--- config.mk ---
export PLATFORM = sky130hd
export DESIGN_NAME = argmax_sequencer
export DESIGN_NICKNAME = d
export VERILOG_FILES = /design/src/rtl/argmax_sequencer.sv
export SDC_FILE = /design/constraint.sdc
export NUM_CORES = 1
export LEC_CHECK = 0
export BUFFER_PORTS_ARGS = -buffer_cell sky130_fd_sc_hd__buf_2
export CORE_MARGIN = 10
export CORE_UTILIZATION = 51
export DETAILED_ROUTE_END_ITERATION = 10
export PLACE_DENSITY = 0.73
export REMOVE_ABC_BUFFERS = 1
export SYNTH_ARGS = -nofsm -noshare
export SYNTH_HDL_FRONTEND = slang
export SYNTH_SLANG_ARGS = --single-unit
--- constraint.sdc ---
create_clock -name clock -period 2.6 [get_ports clock]
set_input_delay 0.52 -clock clock [delete_from_list [all_inputs] [get_ports clock]]
set_output_delay 0.52 -clock clock [all_outputs]
set_load 0.02 [all_outputs]
--- src/rtl/argmax_sequencer.sv ---
// argmax_sequencer: streams NUM_CLASSES signed scores through one shared
// comparator, reports the winning class/score over valid/ready and latches
// the delivered class onto an active-low 7-segment display.
module argmax_sequencer #(
  parameter int NUM_CLASSES = 10,
  parameter int SCORE_WIDTH = 16
) (
  input  logic                   clock,
  input  logic                   reset,
  input  logic                   start,
  input  logic                   abort,
  input  logic                   score_valid,
  output logic                   score_ready,
  input  logic [SCORE_WIDTH-1:0] score_data,
  output logic                   result_valid,
  input  logic                   result_ready,
  output logic [3:0]             result_class,
  output logic [SCORE_WIDTH-1:0] result_score,
  output logic                   busy,
  output logic [6:0]             hex
);

  localparam logic [3:0] LAST_IDX  = 4'(NUM_CLASSES - 1);
  localparam logic [6:0] HEX_RESET = 7'b1110111;

  typedef enum logic [1:0] {
    IDLE    = 2'd0,
    COLLECT = 2'd1,
    HOLD    = 2'd2
  } state_t;

  state_t                         state_q;
  logic   [3:0]                   idx_q;
  logic   signed [SCORE_WIDTH-1:0] max_q;
  logic   [3:0]                   arg_q;
  logic   [3:0]                   result_class_q;
  logic   [SCORE_WIDTH-1:0]       result_score_q;
  logic   [6:0]                   hex_q;
  logic                           score_ready_q;
  logic                           result_valid_q;
  logic                           busy_q;

  logic                           accept;
  logic                           take_d;
  logic   signed [SCORE_WIDTH-1:0] max_d;
  logic   [3:0]                   arg_d;

  // Active-low {g,f,e,d,c,b,a} digit patterns; 10..15 show "E".
  function automatic logic [6:0] seg7(input logic [3:0] digit);
    logic [6:0] seg;
    case (digit)
      4'd0:    seg = 7'b1000000;
      4'd1:    seg = 7'b1111001;
      4'd2:    seg = 7'b0100100;
      4'd3:    seg = 7'b0110000;
      4'd4:    seg = 7'b0011001;
      4'd5:    seg = 7'b0010010;
      4'd6:    seg = 7'b0000010;
      4'd7:    seg = 7'b1111000;
      4'd8:    seg = 7'b0000000;
      4'd9:    seg = 7'b0011000;
      default: seg = 7'b0000110;
    endcase
    return seg;
  endfunction

  // Shared comparator: first score seeds the max, later ones replace it only
  // when strictly greater, so ties keep the lowest index.
  always_comb begin
    accept = 1'b0;
    take_d = 1'b0;
    max_d  = max_q;
    arg_d  = arg_q;
    accept = (state_q == COLLECT) && score_valid && !abort;
    take_d = (idx_q == '0) || ($signed(score_data) > max_q);
    if (take_d) begin
      max_d = $signed(score_data);
      arg_d = idx_q;
    end
  end

  // Frame FSM with registered handshake, status, result and display outputs.
  always_ff @(posedge clock or negedge reset) begin
    if (!reset) begin
      state_q        <= IDLE;
      idx_q          <= '0;
      max_q          <= '0;
      arg_q          <= '0;
      result_class_q <= '0;
      result_score_q <= '0;
      hex_q          <= HEX_RESET;
      score_ready_q  <= 1'b0;
      result_valid_q <= 1'b0;
      busy_q         <= 1'b0;
    end else begin
      case (state_q)
        IDLE: begin
          if (start && !abort) begin
            state_q       <= COLLECT;
            idx_q         <= '0;
            score_ready_q <= 1'b1;
            busy_q        <= 1'b1;
          end
        end
        COLLECT: begin
          if (abort) begin
            state_q       <= IDLE;
            score_ready_q <= 1'b0;
            busy_q        <= 1'b0;
          end else if (accept) begin
            max_q <= max_d;
            arg_q <= arg_d;
            idx_q <= idx_q + 4'd1;
            if (idx_q == LAST_IDX) begin
              // Result registers take the final comparison directly so they
              // only change when a frame actually completes.
              state_q        <= HOLD;
              score_ready_q  <= 1'b0;
              result_valid_q <= 1'b1;
              result_class_q <= arg_d;
              result_score_q <= max_d;
            end
          end
        end
        HOLD: begin
          if (abort) begin
            state_q        <= IDLE;
            result_valid_q <= 1'b0;
            busy_q         <= 1'b0;
          end else if (result_ready) begin
            state_q        <= IDLE;
            result_valid_q <= 1'b0;
            busy_q         <= 1'b0;
            hex_q          <= seg7(result_class_q);
          end
        end
        default: begin
          state_q        <= IDLE;
          score_ready_q  <= 1'b0;
          result_valid_q <= 1'b0;
          busy_q         <= 1'b0;
        end
      endcase
    end
  end

  assign score_ready  = score_ready_q;
  assign result_valid = result_valid_q;
  assign result_class = result_class_q;
  assign result_score = result_score_q;
  assign busy         = busy_q;
  assign hex          = hex_q;

endmodule
==> results_dict.tcl, run 1 <==
set metrics [dict create \
    status "finished with violations" \
    violations "negative setup slack" \
    cts_hold_buf 0 \
    clock_skew_ns 0.01577 \
    peakVddDrop_mv 0.7498 \
    ys.warnings.count 0 \
    final_cells 511 \
    place_inst 488 \
    grt_setup_unrepaired "true" \
    drive_gt1_frac 0.3940 \
    synth.area.mux_share 0.07148 \
    synthAdderAreaFrac 0.09125 \
    cts-root-buf "clkbuf_8" \
    finalSetupViolations 32 \
    critPathLaunchType "register" \
    clockBufferDepth 2 \
    max_freq_ghz 0.3674 \
    antenna_found_initial 0 \
    slowest_delay_ns 0.51 \
    dieArea_sq_mm 0.01007 \
    grt_util_all_layers 0.1574 \
    cp.required_ns 2.85 \
    io_buffers 51 \
    crit_arrival_ns 2.98 \
    ys_seq_area_frac 0.4281 \
    cts.clk_slew.worst_paths_ns 0.11 \
    maxCapViolations 0 \
    clock_sinks 56 \
    reg2reg_depth 10 \
    reg2reg_slack_ns -0.12 \
    crit_chain "inv_1 -> ha_4 -> nand4_4 -> buf_4 -> o41ai_4 -> or4b_4 -> o211ai_4 -> buf_4 -> or4_1 -> a31oi_1" \
    core_area_sq_mm 0.006314 \
    synth_top_family_by_area "simple AND/OR/NAND/NOR gates" \
    max_slew_margin 0.5864 \
    finalMaxSlewViolations 0 \
    synth_seq_cells 56 \
    cp_slowest_cell "or4_1" \
    synth_area_per_cell_sq_um 9.402 \
    p_per_area_mw_per_mm2 873.8 \
    cts_buffers 5 \
    cp_max_fo 5 \
    cp-end-kind "register" \
    ios 52 \
    crit_type "reg -> reg" \
    hpwl_um 5685 \
    synth_compound_area_frac 0.1567 \
    initial_core_util 0.5212 \
    cts_tree "yes" \
    tightest_slew_ns 0.6139 \
    synth_cell_types 43 \
    synth_edf_count 0 \
    power_mw 3.829 \
    ant_nets 0 \
    wirelength_um 9438 \
    viasPerCell 5.890 \
    initialDrtViolationCount 200 \
    globalplace.congestion 0.8316 \
    p_leak_nw 2.003 \
    hold_slack_ns 0.1912 \
    die-height_um 100.3 \
    grt_max_degree 57 \
    rows 29 \
    synth-simple-area-share 0.1905 \
    hold_viol 0 \
    synth-xor-area-share 0 \
    netlist_area_sq_mm 0.003291 \
    wl_per_cell_um 18.47 \
    grt_pass1_wl_um 13340 \
    fin_crit_sh 1.047 \
    synth_flop_cell "dfrtp_1" \
    rr_endpoint "result_score[1]$_DFFE_PN0P_" \
    reg2reg_from "max_q[7]$_DFFE_PN0P_" \
    hp-class "in -> async" \
    drc 0 \
    overflow 0 \
    synthCells 350 \
    clkLatencyLatePin_ns 0.33 \
    fin_util 0.6940 \
    h-tree-depth 2 \
    syn2layout_area_growth_pct 33.16 \
    dieWidth_um 100.3 \
    fillers 479 \
    final.setup.worst_slack_ns -0.1220 \
    crit_family "simple AND/OR/NAND/NOR gates" \
    firstDrtPassIters 4 \
    cp_num_buf_inv 3 \
    crit_path_frequent_cell "buf_4" \
    seq_area_sq_mm 0.001409 \
    nets 479 \
    n_antenna_cell 0 \
    grt_pass1_vias 2915 \
    vias 3010 \
    ys_async_sr_fraction 1.000 \
    mostFrequentLayoutCells "buf_2 (51), dfrtp_1 (50), nand2_1 (43)" \
    setup_tns_ns -2.313 \
    multi_input_area_sq_mm 0.001977 \
    final_common_cell "buf_2" \
    fin_crit_ns 2.722 \
]
==> report_power, final <==
part | switching (mW) | total (mW) | internal (mW)
registers | 0.132 | 1.17 | 1.04
clock network | 0.293 | 0.580 | 0.287
logic | 1.05 | 2.08 | 1.02
total | 1.48 | 3.83 | 2.35
==> cells in the mapped netlist (3+ instances only) <==
library cell | number | area, sq um
ha_1 | 24 | 300.3
dfrtp_1 | 50 | 1251
nand4_1 | 5 | 31.28
clkbuf_1 | 14 | 52.55
a21oi_1 | 17 | 85.08
nand2_1 | 43 | 161.4
buf_2 | 7 | 35.03
mux2_2 | 20 | 225.2
nor2_1 | 19 | 71.32
nor2b_1 | 5 | 31.28
nor3_1 | 3 | 15.01
or4_1 | 7 | 52.55
a31oi_1 | 8 | 50.05
inv_1 | 28 | 105.1
dfstp_2 | 6 | 157.7
o21ai_0 | 11 | 55.05
or3_1 | 11 | 68.82
nand3_1 | 19 | 95.09
o211ai_1 | 10 | 75.07
a22o_1 | 5 | 43.79
o31ai_1 | 12 | 90.09
==> how the worst max path moves through the flow <==
stage	to	depth (start not counted)	from	slack, ns
2_1_floorplan	result_class[1]$_DFFE_PN0P_	7	score_data[7]	-0.22
3_3_place_gp	result_score[11]$_DFFE_PN0P_	9	score_data[13]	-0.23
3_5_place_dp	result_score[2]$_DFFE_PN0P_	9	score_data[13]	-0.33
4_1_cts	result_score[12]$_DFFE_PN0P_	9	max_q[8]$_DFFE_PN0P_	-0.002
5_1_grt	result_score[2]$_DFFE_PN0P_	9	max_q[12]$_DFFE_PN0P_	-0.26
6_report	result_score[1]$_DFFE_PN0P_	10	max_q[7]$_DFFE_PN0P_	-0.12
==> metal layers <==
layer	global-route usage	share of wire
met3	0.04396	0.067
met2	0.2611	0.49
met4	0.06087	0.031
met5	0	0
met1	0.1884	0.41
==> flip-flops by register name (all words and copies together), names as in the netlist <==
name / flops
arg_q: 4
busy: 1
hex: 7
idx_q: 4
max_q: 16
result_class: 4
result_score: 16
result_valid: 1
score_ready: 1
state_q: 2
==> final cells by class <==
| cell class | count | share of cell area |
|---|---|---|
| Clock buffer | 6 | 0.01656 |
| Clock inverter | 2 | 0.007995 |
| Inverter | 28 | 0.02399 |
| Multi-Input combinational cell | 244 | 0.4512 |
| Sequential cell | 56 | 0.3215 |
| Tap cell | 77 | 0.02199 |
| Timing Repair Buffer | 98 | 0.1568 |
==> worst reg2reg max path: stages (launching register included) <==
cell,delay [ns]
dfrtp_1,0.36
inv_1,0.09
ha_4,0.32
nand4_4,0.13
buf_4,0.18
o41ai_4,0.37
or4b_4,0.23
o211ai_4,0.12
buf_4,0.17
or4_1,0.51
a31oi_1,0.18
==> stage by stage <==
stage | cell area, sq um | worst slack [ns]
after CTS | 4020 | -0.002347
after floorplan | 3192 | -0.2203
final | 4382 | -0.1220
after global placement | 3840 | -0.2330
after detailed placement | 3840 | -0.3330
after global routing | 4382 | -0.2592
==> kinds of logic after synthesis <==
logic type | after synthesis
and+or+nand+nor | 123
AOI/OAI and AO/OA | 76
DFF | 56
buffers and inverters | 50
adders and majority gates | 24
muxes | 21
==> timing repair <==
| item | in CTS | in global routing |
|---|---|---|
| setup buffers | 2 | 13 |
| hold endpoints to repair | 0 | 0 |
| pin swaps | 9 | 17 |
| setup endpoints to repair | 14 | 40 |
| gates resized for setup | 6 | 39 |
| cloned | 0 | 1 |
No activity file was read; power rests on OpenSTA's default activity.
==> inputs of run 2 (changes only) <==
--- a/config.mk
+++ b/config.mk
@@ -5,7 +5,9 @@
 export SDC_FILE = /design/constraint.sdc
 export NUM_CORES = 1
 export LEC_CHECK = 0
+export ABC_AREA = 1
 export BUFFER_PORTS_ARGS = -buffer_cell sky130_fd_sc_hd__buf_2
+export CAP_MARGIN = 20
 export CORE_MARGIN = 10
 export CORE_UTILIZATION = 51
 export DETAILED_ROUTE_END_ITERATION = 10
==> run 2 against run 1 <==
The run now ends clean. Final area shrank 15%. Via count decreased by 4.9%. Non-clock buffer count down 39. Area after synthesis rose by 0.95%. Sequential power up 11%. Setup slack gained 0.56 ns. Critical path type unchanged. Critical endpoint is now result_score[10]$_DFFE_PN0P_. Highest routed layer unchanged.
==> results_dict.tcl, run 2 <==
set metrics [dict create \
    hpwl_um 5683 \
    setup_tns_ns 0 \
    synth_top_area_cell "dfrtp_1" \
    initial_core_util 0.5232 \
    peakVddDrop_mv 0.5093 \
    cp.required_ns 2.81 \
    overflow 0 \
    globalplace.congestion 0.8144 \
    maxCapViolations 0 \
    synth_seq_cells 56 \
    cts_hold_buf 0 \
    syn2layout_area_growth_pct 12.77 \
    ys_seq_area_frac 0.4241 \
    mostFrequentLayoutCells "nand2_1 (130), nand3_1 (64), inv_1 (62)" \
    synth_edf_count 0 \
    clock_skew_ns 0.006218 \
    vias 2862 \
    viasPerCell 5.166 \
    dieArea_sq_mm 0.01014 \
    synth_area_per_cell_sq_um 7.835 \
    h-tree-depth 2 \
    n_antenna_cell 0 \
    cts.repair.resized 0 \
    hp-class "in -> async" \
    synth_cell_types 30 \
    cts-root-buf "clkbuf_8" \
    core_area_sq_mm 0.006350 \
    grt_max_degree 27 \
    ios 52 \
    antenna_found_initial 0 \
    fin_crit_sh 0.8328 \
    ys.warnings.count 0 \
    fin_crit_ns 2.165 \
    io_buffers 51 \
    synthTopCellsByCount "nand2_1 (130), nand3_1 (64), inv_1 (62), dfrtp_1 (50), ha_1 (24)" \
    cts_buffers 5 \
    final_common_cell "nand2_1" \
    max_slew_margin 0.5231 \
    drive_gt1_frac 0.2034 \
    finalMaxSlewViolations 0 \
    grt_pass1_wl_um 13250 \
    tightest_slew_ns 0.7146 \
    grt_setup_unrepaired "false" \
    rows 29 \
    ys_async_sr_fraction 1.000 \
    final_cells 554 \
    hold_viol 0 \
    cp-end-kind "register" \
    die-height_um 100.7 \
    clkLatencyLatePin_ns 0.31 \
    crit_arrival_ns 2.38 \
    postCtsSetupBuffers 0 \
    fin_util 0.5900 \
    synth_flop_cell "dfrtp_1" \
    drc 0 \
    power_mw 3.607 \
    dieWidth_um 100.7 \
    nets 522 \
    yosys.area.top_type_share 0.3766 \
    hold_slack_ns 0.2002 \
    grt_pass1_vias 2990 \
    initialDrtViolationCount 89 \
    reg2reg_from "max_q[15]$_DFFE_PN0P_" \
    yosysMostFrequentCell "nand2_1" \
    wl_per_cell_um 13.61 \
    clockBufferDepth 2 \
    fillers 572 \
    cp_max_fo 18 \
    firstDrtPassIters 5 \
    critPathLaunchType "register" \
    cts.clk_slew.worst_paths_ns 0.10 \
    p_leak_nw 2.167 \
    p_per_area_mw_per_mm2 962.9 \
    wirelength_um 7540 \
    clock_sinks 56 \
    finalSetupViolations 0 \
    crit_type "reg -> reg" \
    cts_tree "yes" \
    place_inst 546 \
    synthCells 424 \
    startpoint "max_q[15]$_DFFE_PN0P_" \
    synthTopCellsByArea "dfrtp_1 (38%), nand2_1 (15%), nand3_1 (9.6%)" \
    netlist_area_sq_mm 0.003322 \
    grt_util_all_layers 0.1562 \
    status "finished clean" \
    max_freq_ghz 0.4618 \
    ant_nets 0 \
]
run 2: changes by cell type after synthesis, moves of 9 or more:
cell	change
nand2_4	+12
nand3_1	+45
o31ai_1	-12
mux2_2	-20
or3_1	-11
a21oi_1	-9
o211ai_1	-9
nand2_1	+87
inv_1	+34
run 2: cells by family (layout without fill, tap and decap cells):
family,after synthesis,count (layout),synth area share
and+or+nand+nor,235,235,0.3356
buffers and inverters,78,131,0.09642
DFF,56,56,0.4241
AOI/OAI and AO/OA,31,31,0.05348
adders and majority gates,24,24,0.09040
run 2: layer usage:
metal	vias to the layer above	part of all wire	routed length, um	GRT usage
met5	-	0	0	0
met3	10	0.070	531	0.04321
met4	0	0.016	121	0.05870
met2	76	0.47	3580	0.2693
li1	1443	-	-	-
met1	1333	0.44	3306	0.1789
run 2: cell type report:
class | count | area (sq um) | area share
clock inverters | 2 | 10.01 | 0.002672
repair buffers | 59 | 315.3 | 0.08417
clock buffers | 6 | 82.58 | 0.02204
flip-flops and latches | 56 | 1409 | 0.3761
well taps | 77 | 96.34 | 0.02572
inverters | 64 | 240.2 | 0.06413
multi-input cells | 290 | 1593 | 0.4252
run 2: power by group:
part | leakage (nW) | switching [mW] | total [mW] | internal (mW)
clock network | 0.0510 | 0.283 | 0.497 | 0.214
logic | 1.40 | 1.21 | 1.81 | 0.604
registers | 0.715 | 0.164 | 1.30 | 1.14
run 2: metrics by stage:
| stage | setup slack (ns) | area (sq um) |
|---|---|---|
| floorplan | -0.006362 | 3242 |
| global placement | 0.2534 | 3654 |
| detailed placement | 0.2053 | 3654 |
| CTS | 0.4241 | 3746 |
| global route | 0.1799 | 3746 |
| finish | 0.4347 | 3746 |
run 2: worst paths after layout:
kind	endpoint	slack, ns	depth (start not counted)
setup / recovery	result_score[10]$_DFFE_PN0P_	0.43	13
hold / removal	busy$_DFFE_PN0P_	0.20	1
setup reg to reg	result_score[10]$_DFFE_PN0P_	0.43	13
hold reg to reg	result_score[13]$_DFFE_PN0P_	0.48	2
max in group asynchronous	arg_q[2]$_DFFE_PN0P_	1.74	2
min in group clock	result_score[13]$_DFFE_PN0P_	0.48	2
run 2: worst max-delay path, cell delays in order (launching register included):
cell	delay, ns
dfrtp_1	0.37
inv_1	0.07
ha_1	0.30
nand2_2	0.10
o21bai_1	0.11
nand2_1	0.09
a21oi_2	0.16
nand2_2	0.09
nand2_4	0.08
nand3_4	0.08
nand2_4	0.32
nand2_1	0.14
nand3_1	0.10
nand2_1	0.05
==> inputs of run 3 (changes only) <==
--- a/config.mk
+++ b/config.mk
@@ -5,13 +5,13 @@
 export SDC_FILE = /design/constraint.sdc
 export NUM_CORES = 1
 export LEC_CHECK = 0
-export ABC_AREA = 1
+export ABC_AREA = 0
 export BUFFER_PORTS_ARGS = -buffer_cell sky130_fd_sc_hd__buf_2
 export CAP_MARGIN = 20
 export CORE_MARGIN = 10
-export CORE_UTILIZATION = 51
+export CORE_UTILIZATION = 55
 export DETAILED_ROUTE_END_ITERATION = 10
-export PLACE_DENSITY = 0.73
+export PLACE_DENSITY = 0.75
 export REMOVE_ABC_BUFFERS = 1
 export SYNTH_ARGS = -nofsm -noshare
 export SYNTH_HDL_FRONTEND = slang
==> constraint.sdc (replaced) <==
create_clock -name clock -period 2.2 [get_ports clock]
set_input_delay 0.44 -clock clock [delete_from_list [all_inputs] [get_ports clock]]
set_output_delay 0.44 -clock clock [all_outputs]
set_load 0.02 [all_outputs]
==> run 3 against run 2 <==
Die area decreased by 6.6%. The flow now finishes with violations (negative setup slack). Count of clock-buffer cells in the layout increased by 2. Largest cell class unchanged. First-iteration DRC count increased to 2.9 times the previous value. Register-to-register slack got worse by 1.0 ns. Core utilization increased by 19 points. Clock power increased by 23%. Total power increased by 32%. Combinational power increased by 53%. Final area increased by 21%. Setup slack got worse by 1.0 ns. Critical endpoint is now max_q[13]$_DFFE_PN0P_. Worst hold slack got worse by 0.068 ns. Critical path depth decreased by 3.
==> results_dict.tcl, run 3 (synthesis results as in run 1) <==
set metrics [dict create \
    status "finished with violations" \
    violations "negative setup slack" \
    rows 28 \
    die-height_um 97.35 \
    clkLatencyLatePin_ns 0.32 \
    place_inst 497 \
    critPathLaunchType "register" \
    cts_buffers 5 \
    core_area_sq_mm 0.005851 \
    vias 3359 \
    rr_endpoint "max_q[13]$_DFFE_PN0P_" \
    finalSetupViolations 40 \
    viasPerCell 6.350 \
    final_common_cell "buf_4" \
    cp_slowest_cell "dfrtp_1" \
    pwr-share-clk 0.129 \
    cts_tree "yes" \
    cts_hold_buf 0 \
    cts.clk_slew.worst_paths_ns 0.10 \
    share_comb_of_total_power 0.583 \
    grt_pass1_wl_um 15570 \
    cp.required_ns 2.41 \
    grt_pass1_vias 3182 \
    clock_skew_ns 0.005525 \
    io_buffers 51 \
    hold_slack_ns 0.1321 \
    initialDrtViolationCount 254 \
    cp_max_fo 3 \
    grt_setup_unrepaired "true" \
    fin_crit_sh 1.277 \
    power_frac_seq 0.288 \
    max_slew_margin 0.5856 \
    hpwl_um 5857 \
    crit_type "reg -> reg" \
    fillers 345 \
    p_leak_nw 2.092 \
    syn2layout_area_growth_pct 38.10 \
    mostFrequentLayoutCells "buf_4 (55), buf_2 (51), dfrtp_1 (50)" \
    globalplace.congestion 0.8409 \
    dieWidth_um 97.35 \
    reg2reg_slack_ns -0.61 \
    n_antenna_cell 0 \
    tightest_slew_ns 0.6150 \
    maxCapViolations 0 \
    reg2reg_depth 10 \
    firstDrtPassIters 5 \
    max_freq_ghz 0.3559 \
    hold_viol 0 \
    drc 0 \
    place_area_sq_mm 0.003895 \
    internal_power_mw 2.833 \
    crit_chain "inv_1 -> ha_4 -> nand4_4 -> buf_4 -> o221ai_1 -> nand3_1 -> nand3_1 -> mux2_4 -> buf_4 -> mux2_2" \
    ant_nets 0 \
    design_area_sq_mm 0.004544 \
    crit_family "simple AND/OR/NAND/NOR gates" \
    cts-root-buf "clkbuf_8" \
    dieArea_sq_mm 0.009477 \
    grt_max_degree 38 \
    wl_per_cell_um 20.43 \
    final_cells 529 \
    drive_gt1_frac 0.4295 \
    crit_arrival_ns 3.02 \
    h-tree-depth 2 \
    slowest_delay_ns 0.37 \
    p_per_area_mw_per_mm2 1047 \
    ios 52 \
    clock_sinks 56 \
    peakVddDrop_mv 0.5467 \
    nets 499 \
    final.setup.worst_slack_ns -0.6098 \
    finalMaxSlewViolations 0 \
    overflow 0 \
    antenna_found_initial 0 \
    initial_core_util 0.5624 \
    dpl_worst_slack_ns -0.7475 \
    cp_num_buf_inv 3 \
    wirelength_um 10810 \
    swShare 0.4045 \
    cp-end-kind "register" \
    fin_crit_ns 2.810 \
    grt_util_all_layers 0.1937 \
    reg2reg_from "max_q[7]$_DFFE_PN0P_" \
    clockBufferDepth 2 \
    netSwitchingPower_mw 1.924 \
    hp-class "in -> async" \
]
run 3: cell count changes in the layout (fill, tap and decap cells not counted), moves of 7 or more:
cell	before	now
o31ai_1	0	11
o211ai_1	1	10
nand2_4	12	0
a21oi_1	8	15
or3_1	0	10
ha_4	0	14
inv_1	62	23
mux2_2	0	19
buf_4	8	55
ha_1	24	10
nand2_1	130	43
nand3_1	64	19
run 3: repair_timing:
item | in CTS | in global routing
gates resized for setup | 33 | 26
pin swaps | 13 | 27
setup buffers | 13 | 8
endpoints found under the setup margin | 40 | 40
gates cloned | 3 | 1
endpoints found under the hold margin | 0 | 0
run 3: worst reg2reg max path, stage by stage, from the launching register on:
cell and delay [ns]:
dfrtp_1 0.37, inv_1 0.10, ha_4 0.30, nand4_4 0.11, buf_4 0.17, o221ai_1 0.36
nand3_1 0.27, nand3_1 0.24, mux2_4 0.34, buf_4 0.17, mux2_2 0.27
run 3: area by class of cell:
type / instances / area [sq um] / share of cell area
well taps: 75 / 93.84 / 0.02065
inverters: 28 / 105.1 / 0.02313
flip-flops and latches: 56 / 1409 / 0.3100
multi-input cells: 246 / 2026 / 0.4458
clock buffers: 8 / 90.09 / 0.01982
repair buffers: 116 / 820.8 / 0.1806
run 3: power by group through the flow:
stage | registers [mW] | clock network [mW] | logic (mW)
2_1_floorplan | 1.36 | 0 | 0.932
3_3_place_gp | 1.35 | 0 | 1.61
3_5_place_dp | 1.36 | 0 | 1.67
4_1_cts | 1.35 | 0.605 | 2.18
5_1_grt | 1.39 | 0.648 | 2.91
6_report | 1.37 | 0.612 | 2.77
run 3: worst max path at each step:
stage / start / end / slack [ns] / cells after the start
2_1_floorplan: score_data[7] / result_class[1]$_DFFE_PN0P_ / -0.54 / 7
3_3_place_gp: score_data[13] / arg_q[3]$_DFFE_PN0P_ / -0.66 / 9
3_5_place_dp: score_data[13] / arg_q[2]$_DFFE_PN0P_ / -0.75 / 9
4_1_cts: max_q[1]$_DFFE_PN0P_ / result_score[11]$_DFFE_PN0P_ / -0.37 / 9
5_1_grt: max_q[15]$_DFFE_PN0P_ / result_score[11]$_DFFE_PN0P_ / -0.62 / 9
6_report: max_q[7]$_DFFE_PN0P_ / max_q[13]$_DFFE_PN0P_ / -0.61 / 10
run 3: per-stage QoR:
stage | total power, mW | TNS [ns] | utilization
final | 4.757 | -21.21 | 0.7767
after global routing | 4.945 | -21.77 | 0.7767
after CTS | 4.137 | -13.20 | 0.7365
after detailed placement | 3.035 | -27.61 | 0.6657
after global placement | 2.960 | -25.07 | 0.6657
after floorplan | 2.293 | -15.12 | -
run 3: layer usage:
layer,track usage,share of wire,wire length (um),vias to the layer above
li1,-,-,-,1461
met1,0.2345,0.39,4216,1646
met2,0.3122,0.48,5209,204
met3,0.05619,0.089,960,48
met4,0.08501,0.039,420,0
met5,0,0,0,-
